### src/rtl/sipo_deserializer_if.sv
// Handshake bundle between a serial producer, the deserializer and a parallel consumer.
// The master side drives the serial bits, clr and p_ready; the slave side is the deserializer.
interface sipo_deserializer_if #(
   parameter int WIDTH = 4
);
   logic             clr;
   logic             s_valid;
   logic             s_bit;
   logic             s_ready;
   logic             p_valid;
   logic             p_ready;
   logic [WIDTH-1:0] p_data;
   logic             busy;

   modport master (
      output clr, s_valid, s_bit, p_ready,
      input  s_ready, p_valid, p_data, busy
   );

   modport slave (
      input  clr, s_valid, s_bit, p_ready,
      output s_ready, p_valid, p_data, busy
   );
endinterface

### src/rtl/sipo_deserializer.sv
// Serial-in, parallel-out deserializer with a one-word holding register.
// Each word shifts in one bit per handshake and is then presented on p_data with valid/ready flow control.
module sipo_deserializer #(
   parameter int WIDTH     = 4,
   parameter bit MSB_FIRST = 1'b1
) (
   input  logic                clk,
   input  logic                rst_n,
   sipo_deserializer_if.slave  bus
);
   localparam int            CW   = (WIDTH > 1) ? $clog2(WIDTH) : 1;
   localparam logic [CW-1:0] LAST = CW'(WIDTH - 1);

   logic [WIDTH-1:0] r_sr;
   logic [CW-1:0]    r_cnt;
   logic [WIDTH-1:0] r_p_data;
   logic             r_p_valid;

   logic [WIDTH-1:0] w_shifted;
   logic             w_last_bit;
   logic             w_s_ready;
   logic             w_accept;
   logic             w_complete;
   logic             w_pop;

   generate
      if (MSB_FIRST) begin : g_msb_first
         assign w_shifted = {r_sr[WIDTH-2:0], bus.s_bit};
      end else begin : g_lsb_first
         assign w_shifted = {bus.s_bit, r_sr[WIDTH-1:1]};
      end
   endgenerate

   // Stall only the final bit, and only while the held word is not draining this cycle.
   assign w_last_bit = (r_cnt == LAST);
   assign w_s_ready  = !(w_last_bit && r_p_valid && !bus.p_ready);
   assign w_accept   = bus.s_valid && w_s_ready && !bus.clr;
   assign w_complete = w_accept && w_last_bit;
   assign w_pop      = r_p_valid && bus.p_ready;

   always_ff @(posedge clk or negedge rst_n) begin
      if (!rst_n) begin
         r_sr  <= '0;
         r_cnt <= '0;
      end else if (bus.clr) begin
         r_sr  <= '0;
         r_cnt <= '0;
      end else if (w_accept) begin
         r_sr  <= w_shifted;
         r_cnt <= w_complete ? '0 : r_cnt + CW'(1);
      end
   end

   // A completing word wins over a pop on the same edge, so back-to-back words see no bubble.
   always_ff @(posedge clk or negedge rst_n) begin
      if (!rst_n) begin
         r_p_data  <= '0;
         r_p_valid <= 1'b0;
      end else if (w_complete) begin
         r_p_data  <= w_shifted;
         r_p_valid <= 1'b1;
      end else if (w_pop) begin
         r_p_valid <= 1'b0;
      end
   end

   assign bus.s_ready = w_s_ready;
   assign bus.p_valid = r_p_valid;
   assign bus.p_data  = r_p_data;
   assign bus.busy    = (r_cnt != '0);
endmodule

### src/flat_wrapper.sv
// flat-port wrapper written by rule: the top's interface ports become plain ports
module sipo_deserializer_flat 
#(
   parameter int WIDTH     = 4,
   parameter bit MSB_FIRST = 1'b1
)
  (clk, rst_n, bus_clr, bus_s_valid, bus_s_bit, bus_p_ready, bus_s_ready, bus_p_valid, bus_p_data, bus_busy);
  sipo_deserializer_if #(.WIDTH(WIDTH)) bus_i ();
  input  logic clk;
  input  logic rst_n;
  input wire logic [$bits(bus_i.clr)-1:0] bus_clr;
  input wire logic [$bits(bus_i.s_valid)-1:0] bus_s_valid;
  input wire logic [$bits(bus_i.s_bit)-1:0] bus_s_bit;
  input wire logic [$bits(bus_i.p_ready)-1:0] bus_p_ready;
  output wire logic [$bits(bus_i.s_ready)-1:0] bus_s_ready;
  output wire logic [$bits(bus_i.p_valid)-1:0] bus_p_valid;
  output wire logic [$bits(bus_i.p_data)-1:0] bus_p_data;
  output wire logic [$bits(bus_i.busy)-1:0] bus_busy;
  assign bus_i.clr = bus_clr;
  assign bus_i.s_valid = bus_s_valid;
  assign bus_i.s_bit = bus_s_bit;
  assign bus_i.p_ready = bus_p_ready;
  assign bus_s_ready = bus_i.s_ready;
  assign bus_p_valid = bus_i.p_valid;
  assign bus_p_data = bus_i.p_data;
  assign bus_busy = bus_i.busy;
  sipo_deserializer #(.WIDTH(WIDTH), .MSB_FIRST(MSB_FIRST)) u_core (.clk(clk), .rst_n(rst_n), .bus(bus_i));
endmodule
### config.mk
export PLATFORM = sky130hd
export DESIGN_NAME = sipo_deserializer_flat
export DESIGN_NICKNAME = d
export VERILOG_FILES = /design/src/rtl/sipo_deserializer_if.sv /design/src/rtl/sipo_deserializer.sv /design/src/flat_wrapper.sv
export SDC_FILE = /design/constraint.sdc
export NUM_CORES = 1
export LEC_CHECK = 0
export CAP_MARGIN = 20
export CORE_AREA = 2 2 45 47
export DETAILED_ROUTE_END_ITERATION = 10
export DIE_AREA = 0 0 47 49
export HOLD_SLACK_MARGIN = 0.15
export SETUP_SLACK_MARGIN = 0.5
export SLEW_MARGIN = 20
export SYNTH_ARGS = -nofsm -noshare
export SYNTH_HDL_FRONTEND = slang
export SYNTH_SLANG_ARGS = --single-unit
### constraint.sdc
create_clock -name clk -period 1.4 [get_ports clk]
set_clock_uncertainty 0.05 [all_clocks]
set_input_delay 0.21 -clock clk [delete_from_list [all_inputs] [get_ports clk]]
set_output_delay 0.21 -clock clk [all_outputs]
set_load 0.01 [all_outputs]
-- Yosys cells after proc, flatten, opt, wreduce, memory -nomap -nowiden
Cells that the tools add are included.
- $add $sub $neg: 1
- equality and inequality tests: 1
- muxes and demuxes: 7
- reduce and logical (&&, ||, !) cells: 12
- operator list (kind ; number):
    1-bit logical AND ; 6
    2-bit two-way mux ; 3
    3-bit two-way mux ; 2
    2-bit nonzero test ; 3
    1-bit logical NOT ; 3
    2-bit by 1-bit adder with 2-bit output, second input constant ; 1
    2-bit == test, second input constant ; 1
    1-bit two-way mux ; 2
- register bits after elaboration: 10
- input port bits: 6
- output and inout port bits: 7
- word-level logic and storage cells: 25

-- Longest topological paths before layout
Gate-level depths: netlist (run 1).
- depth in word-level cells: 10
- gate-level depth with buffers: 5
- depth with buffers taken out: 4

-- Worst setup path after synthesis (run 1)
Ideal clock, no wire load.
- kind: register to register
- start: register u_core.r_cnt[0]
- end: register u_core.r_p_data[0], in the netlist u_core.bus.p_data[0]
- library setup time: 0.125 ns
- data arrival time: 1.198 ns
- required time: 1.225 ns
- path slack: 0.027 ns
- stages on the path, launching flop included: 5
- buffers on the path: 0
- clock period less this slack: 1.373 ns
- path through: dfrtp_1 > ha_1 > nand2_1 > nor3_4 > mux2_2
- cells in the longest elaborated chain, start to end: 7
- ends and longest elaborated chain (item ; line ; RTL):
    from (decl) ; sipo_deserializer.sv:15 ; logic [CW-1:0] r_cnt;
    from (signal assigned) ; sipo_deserializer.sv:50 ; r_cnt <= w_complete ? '0 : r_cnt + CW'(1);
    2-bit == test * ; sipo_deserializer.sv:35 ; assign w_last_bit = (r_cnt == LAST);
    1-bit logical AND (2 in series) ; sipo_deserializer.sv:36 ; assign w_s_ready = !(w_last_bit && r_p_valid && !bus.p_ready);
    1-bit logical NOT ; sipo_deserializer.sv:36 ;
    1-bit logical AND (2 in series) ; sipo_deserializer.sv:37 ; assign w_accept = bus.s_valid && w_s_ready && !bus.clr;
    1-bit logical AND * ; sipo_deserializer.sv:38 ; assign w_complete = w_accept && w_last_bit;
    to (signal assigned) ; sipo_deserializer.sv:60 ; r_p_data <= w_shifted;
    to (decl) ; sipo_deserializer.sv:16 ; logic [WIDTH-1:0] r_p_data;
Mark *: on every way between the ends. The rest lies on a longest branch, timed or not.
A chain may end at the register's enable or synchronous reset.

-- Final worst setup path (run 1)
- start: register u_core.r_p_valid, in the netlist u_core.bus.p_valid
- end: register u_core.r_p_data[2], in the netlist u_core.bus.p_data[2]
- cells in the longest elaborated chain, start to end: 6
- ends and longest elaborated chain (item ; line ; RTL):
    from (decl) ; sipo_deserializer.sv:17 ; logic r_p_valid;
    from (signal assigned) ; sipo_deserializer.sv:58 ; r_p_valid <= 1'b0;
    from (signal assigned) ; sipo_deserializer.sv:61 ; r_p_valid <= 1'b1;
    from (signal assigned) ; sipo_deserializer.sv:63 ; r_p_valid <= 1'b0;
    1-bit logical AND (2 in series) ; sipo_deserializer.sv:36 ;
    1-bit logical NOT ; sipo_deserializer.sv:36 ;
    1-bit logical AND (2 in series) ; sipo_deserializer.sv:37 ;
    1-bit logical AND ; sipo_deserializer.sv:38 ;
No other way between the ends.

==> flow_summary.ini, run 1 <==
[status]
status = complete, but fails checks
violations = negative setup slack

[cts]
clockRootBuffer = clkbuf_4
holdBufCountCts = 0
path_clk_slew_ps = 70
cts_tree = done
cts.sink_count = 10
clk_latency_ps = 260
clock_path_buffers = 2
cts-buffers-inserted = 3
htreeDepth = 1

[worst_setup_path]
crit_path_end_kind = flop
path_class = reg -> reg
cpLargestDelayFamily = flip-flops
cp_cell_sequence = buf_4, nor2b_4, nor3_4, buf_6, mux2_4
cp.arrival_ps = 1550
max_stage_delay_ps = 390
cp.required_ps = 1490
worstPathMaxFanout = 3
critPathSlowestCell = dfrtp_1
cp-start-kind = flop
critical_path_buf_inv_count = 2

[timing]
rsz0062_at_grt = yes
slew_viol_final = 0
fin_crit_sh_pct = 104
whs_ps = 212
setup_viol = 4
timing.fmax_mhz = 685
slew_headroom_pct = 69.4
final.setup.worst_slack_ps = -60.3
hold_viol = 0
worstMarginPinSlew_ps = 458
fin_crit_ps = 1460

[finish]
layout_common_cells = buf_4 (14), dfrtp_1 (10), buf_6 (8), clkdlybuf4s50_1 (5)
final_common_cell = buf_4
regArea_um2 = 250
fill_cells = 159
final_cells = 100
syn_to_final_growth_pct = 76.8
final_core_util_pct = 49.1
drive_gt1_share_pct = 65.8
antennaDiodeCount = 0
design_area_um2 = 905
multi_input_area_um2 = 297
fin_nets = 83

[global_route]
grt_pass1_vias = 424
grt_usage_pct = 11.3
gr-total-overflow = 0
grt_pass1_wl_mm = 1.84
grt_max_degree = 11
antenna_found_initial = 0

[logic_synthesis]
yosys_warnings = 0
syn_area_per_cell_um2 = 13.1
synth.distinct_cells = 18
syn_nets = 47
synthCells = 39
seq_area_frac_synth_pct = 48.9
synth-edff-count = 0
async_reset_ff_share_pct = 100
synth_flop_cell = dfrtp_1
ys_ff_latch = 10
syn_area_um2 = 512

[routing]
vias = 417
drc_errors = 0
routed_wl_mm = 1.10
drt_iter0_markers = 7
viasPerCell = 4.17
wl_per_cell_um = 11.0
ant_nets = 0
dr.pass1.iters = 3

[pwr]
p_leak_uw = 0.000467
peakVddDrop_mv = 0.572
powerDensity_mw_per_mm2 = 743

[placement]
dpl_cell_area_um2 = 712
portBuffers = 12
dp_cells = 82
gp_congestion = 0.722

[floorplan]
core_mm2 = 0.00184
num_rows = 16
die-area_mm2 = 0.00230
ios = 13
die_h_um = 49
die_w_um = 47
start_util_pct = 27.8

[job]
cap_violations = 0

[worst_hold_path]
min_path_type = in -> async
power breakdown:
part           internal [uW]  switching, uW  leakage (uW)
Clock                   98.9           92.6     0.0000138
Sequential               305           8.64      0.000137
Combinational            102           65.3      0.000317
Total                    505            166      0.000467
flip-flops by register name (all words and copies together), names as in the netlist:
| signal | flops |
|---|---|
| u_core.r_sr | 3 |
| u_core.bus.p_valid | 1 |
| u_core.bus.p_data | 4 |
| u_core.r_cnt | 2 |
path summary, 6_finish.rpt:
kind	startpoint	to	slack, ps	cells after the start
worst max-delay path	u_core.bus.p_valid	u_core.bus.p_data[2]	-60	5
worst min-delay path	rst_n	u_core.r_sr[2]	210	1
worst max register to register	u_core.bus.p_valid	u_core.bus.p_data[2]	-60	5
worst min register to register	u_core.bus.p_data[3]	u_core.bus.p_data[3]	460	1
max in group asynchronous	rst_n	u_core.bus.p_data[2]	770	1
min in group clk	u_core.bus.p_data[3]	u_core.bus.p_data[3]	460	1
routing by layer:
metal  wire, um  vias up  share of wire, %  GRT usage (%)
li1           -      203                 -              -
met3         72        0               6.5           4.44
met2        551       13                50           18.5
met5          0        -                 0              0
met1        476      201                43           14.3
met4          0        0                 0           1.39
worst register-to-register path, cell delays in order, from the launching register on:
cell and delay (ps):
dfrtp_1 390, buf_4 130, nor2b_4 120, nor3_4 200
buf_6 150, mux2_4 300
Yosys cell counts, types with 2 or more instances:
cell	instances	share of area, %
ha_1	2	4.9
nand4b_1	2	3.4
mux2i_1	2	3.9
inv_1	3	2.2
mux2_2	4	8.8
nand2b_1	4	4.9
o21ai_1	2	2.0
dfrtp_1	10	49
cell type report:
class                      count  share of cell area, %
inverter                       3                   1.80
sequential                    10                   27.7
timing repair buffer          32                   31.5
tap                           27                   3.73
clock buffer                   3                   2.49
multi-input combinational     25                   32.8
cells by family (layout without fill, tap and decap cells):
kind of cell / count (synthesis) / after routing / share of synthesized area [%]
buffers and inverters: 4 / 38 / 4.40
adders and majority gates: 2 / 2 / 4.89
and+or+nand+nor: 14 / 14 / 23.0
AOI/OAI and AO/OA: 3 / 3 / 6.11
DFF: 10 / 10 / 48.9
muxes: 6 / 6 / 12.7
per-stage QoR:
stage          power [uW]  setup TNS, ps  worst slack (ps)
2_1_floorplan         374              0              52.0
3_3_place_gp          439          -1530              -275
3_5_place_dp          440          -1590              -285
4_1_cts               679           -288             -76.8
5_1_grt               712           -538              -103
6_report              672           -199             -60.3
what timing repair did:
action	CTS	global route
buffers inserted	13	2
pin swaps	3	1
gates resized for setup	44	3
setup endpoints to repair	17	17
(Power assumes the default switching activity.)
==> run 2: changes to the inputs <==
--- a/config.mk
+++ b/config.mk
@@ -10,8 +10,8 @@
 export DETAILED_ROUTE_END_ITERATION = 10
 export DIE_AREA = 0 0 47 49
 export HOLD_SLACK_MARGIN = 0.15
+export MAX_ROUTING_LAYER = met4
 export SETUP_SLACK_MARGIN = 0.5
-export SLEW_MARGIN = 20
 export SYNTH_ARGS = -nofsm -noshare
 export SYNTH_HDL_FRONTEND = slang
 export SYNTH_SLANG_ARGS = --single-unit
==> results of run 2 <==
No change in the layout: final DEF, timing and power equal those of run 1.
Main changes from that run: final weighted congestion in routability-driven placement 0.722 -> 0.730; overall routing resource usage 11.3% -> 11.6%
==> run 3: changes to the inputs <==
--- a/config.mk
+++ b/config.mk
@@ -10,7 +10,6 @@
 export DETAILED_ROUTE_END_ITERATION = 10
 export DIE_AREA = 0 0 47 49
 export HOLD_SLACK_MARGIN = 0.15
-export MAX_ROUTING_LAYER = met4
 export SETUP_SLACK_MARGIN = 0.5
 export SYNTH_ARGS = -nofsm -noshare
 export SYNTH_HDL_FRONTEND = slang
==> constraint.sdc (replaced) <==
create_clock -name clk -period 1.4 [get_ports clk]
set_clock_uncertainty 0.05 [all_clocks]
set_input_delay 0.28 -clock clk [delete_from_list [all_inputs] [get_ports clk]]
set_output_delay 0.28 -clock clk [all_outputs]
set_load 0.01 [all_outputs]
==> run 3 against run 2 <==
Compared with the run above: the run still ends with negative setup slack left; power is 9.5% higher; non-clock buffer count is 5 lower; cell area is 5.9% lower; sequential power hardly changed; die area stayed put; count of clock-buffer cells in the layout is 1 higher; critical path depth is 1 lower; register-to-register slack better by 40 ps; clock power is 38% higher; first-iteration DRC count is 100% lower; sequential cell count stayed put; hold slack better by 63 ps; critical path type is now reg -> out; critical endpoint is now bus_s_ready; largest power group unchanged.
==> flow_summary.ini, run 3 (synthesis results as in run 1) <==
[global_route]
grt_pass1_wl_mm = 1.67
grt_usage_pct = 10.4
grt_max_degree = 11
gr-total-overflow = 0
antenna_found_initial = 0
grt_pass1_vias = 404

[finish]
largest_reg_flops = 4
drive_gt1_share_pct = 62.3
multi_input_area_um2 = 295
regArea_um2 = 250
fill_cells = 178
fin_nets = 78
layout_common_cells = buf_4 (12), dfrtp_1 (10), clkdlybuf4s50_1 (5), buf_2 (5), buf_6 (5)
final_common_cell = buf_4
antennaDiodeCount = 0
design_area_um2 = 851
syn_to_final_growth_pct = 66.3

[floorplan]
die_h_um = 49
ios = 13
die_w_um = 47
core_mm2 = 0.00184
num_rows = 16
die-area_mm2 = 0.00230
start_util_pct = 27.8

[timing]
slew_headroom_pct = 70.1
worstMarginPinSlew_ps = 447
fin_crit_ps = 1450
slew_viol_final = 0
whs_ps = 274
fin_crit_sh_pct = 104
rsz0062_at_grt = yes
hold_viol = 0
final.setup.worst_slack_ps = -53.6
timing.fmax_mhz = 688
setup_viol = 7
setup-tns-final_ps = -183

[cts]
clk_latency_ps = 260
cts-buffers-inserted = 3
htreeDepth = 1
path_clk_slew_ps = 70
clock_path_buffers = 2
cts_tree = done
clockRootBuffer = clkbuf_4
cts.sink_count = 10

[routing]
wirelength_met1_um = 467
wl_per_cell_um = 10.5
dr.max_layer_used = met4
wl_met2_um = 458
met3RoutedLength_um = 55
routed_wl_mm = 1.01
viasPerCell = 4.14
vias = 397
ant_nets = 0
drc_errors = 0
dr.pass1.iters = 1
drt_iter0_markers = 0

[worst_setup_path]
critical_path_buf_inv_count = 2
critPathSlowestCell = dfrtp_1
crit_path_end_kind = output port
r2r_slack_ps = -20
cp_cell_sequence = buf_6, ha_4, nand3b_4, buf_6
worstPathMaxFanout = 2
path_class = reg -> out
cp.depth = 4
cp.arrival_ps = 1120
crit_path_frequent_cell = buf_6
cpLargestDelayFamily = flip-flops
cp.required_ps = 1070
cp-start-kind = flop
max_stage_delay_ps = 400
rr_worst_depth = 6

[placement]
portBuffers = 12
place_hpwl_um = 695
gp_congestion = 0.716
dpl_cell_area_um2 = 719

[job]
cap_violations = 0

[status]
violations = negative setup slack
status = complete, but fails checks

[pwr]
peakVddDrop_mv = 0.550
p_leak_uw = 0.000432
powerDensity_mw_per_mm2 = 864

[worst_hold_path]
min_path_type = in -> async
## run 3: changes by cell type in the layout (fill, tap and decap cells not counted), moves of 2 or more
cell	before	now
buf_4	14	12
o21ai_2	2	0
o21ai_1	0	2
buf_6	8	5
## run 3: stage by stage
| step | total power [uW] | cells | setup WS, ps | util (%) |
|---|---|---|---|---|
| CTS | 731 | 94 | -56.7 | 45.0 |
| finish | 735 | 96 | -53.6 | 46.2 |
| floorplan | 374 | 39 | 52.0 | - |
| global route | 779 | 96 | -100 | 46.2 |
| global placement | 441 | 83 | -348 | 39.1 |
| detailed placement | 443 | 83 | -352 | 39.1 |
## run 3: worst reg2reg max path, delay by kind of cell (launching register included)
| kind | cells | cell delay, ps |
|---|---|---|
| adders and majority gates | 1 | 170 |
| muxes | 1 | 220 |
| buffers and inverters | 2 | 240 |
| and+or+nand+nor | 2 | 270 |
| DFF | 1 | 400 |
## run 3: layout make-up
type	instances	area share [%]
multi-input combinational	25	34.7
sequential	10	29.4
clock buffer	4	4.26
inverter	3	1.62
timing repair buffer	27	26.0
tap	27	3.97
## run 3: worst paths after layout
kind                                 startpoint              endpoint
max                             u_core.r_cnt[1]           bus_s_ready
min                                       rst_n  u_core.bus.p_data[3]
max reg2reg                     u_core.r_cnt[1]        u_core.r_sr[2]
min reg2reg                u_core.bus.p_data[3]  u_core.bus.p_data[3]
max in group asynchronous                 rst_n    u_core.bus.p_valid
min in group clk           u_core.bus.p_data[3]  u_core.bus.p_data[3]
## run 3: timing repair
| action | CTS | global route |
|---|---|---|
| hold buffers | 0 | 0 |
| pin swaps | 3 | 2 |
| hold endpoints to repair | 0 | 0 |
| resized for setup | 41 | 2 |
| setup buffers | 7 | 2 |
| setup endpoints to repair | 17 | 17 |
## run 3: report_power, final
part	total (uW)	internal (uW)	switching (uW)
Sequential	314	305	9.37
Combinational	159	96.8	61.9
Clock	263	158	105
Total	735	559	176
## run 3: routing by layer
layer	global-route usage, %	vias to the layer above
li1	-	193
met1	13.4	188
met2	14.4	12
met3	3.33	4
met4	6.94	0
met5	0	-
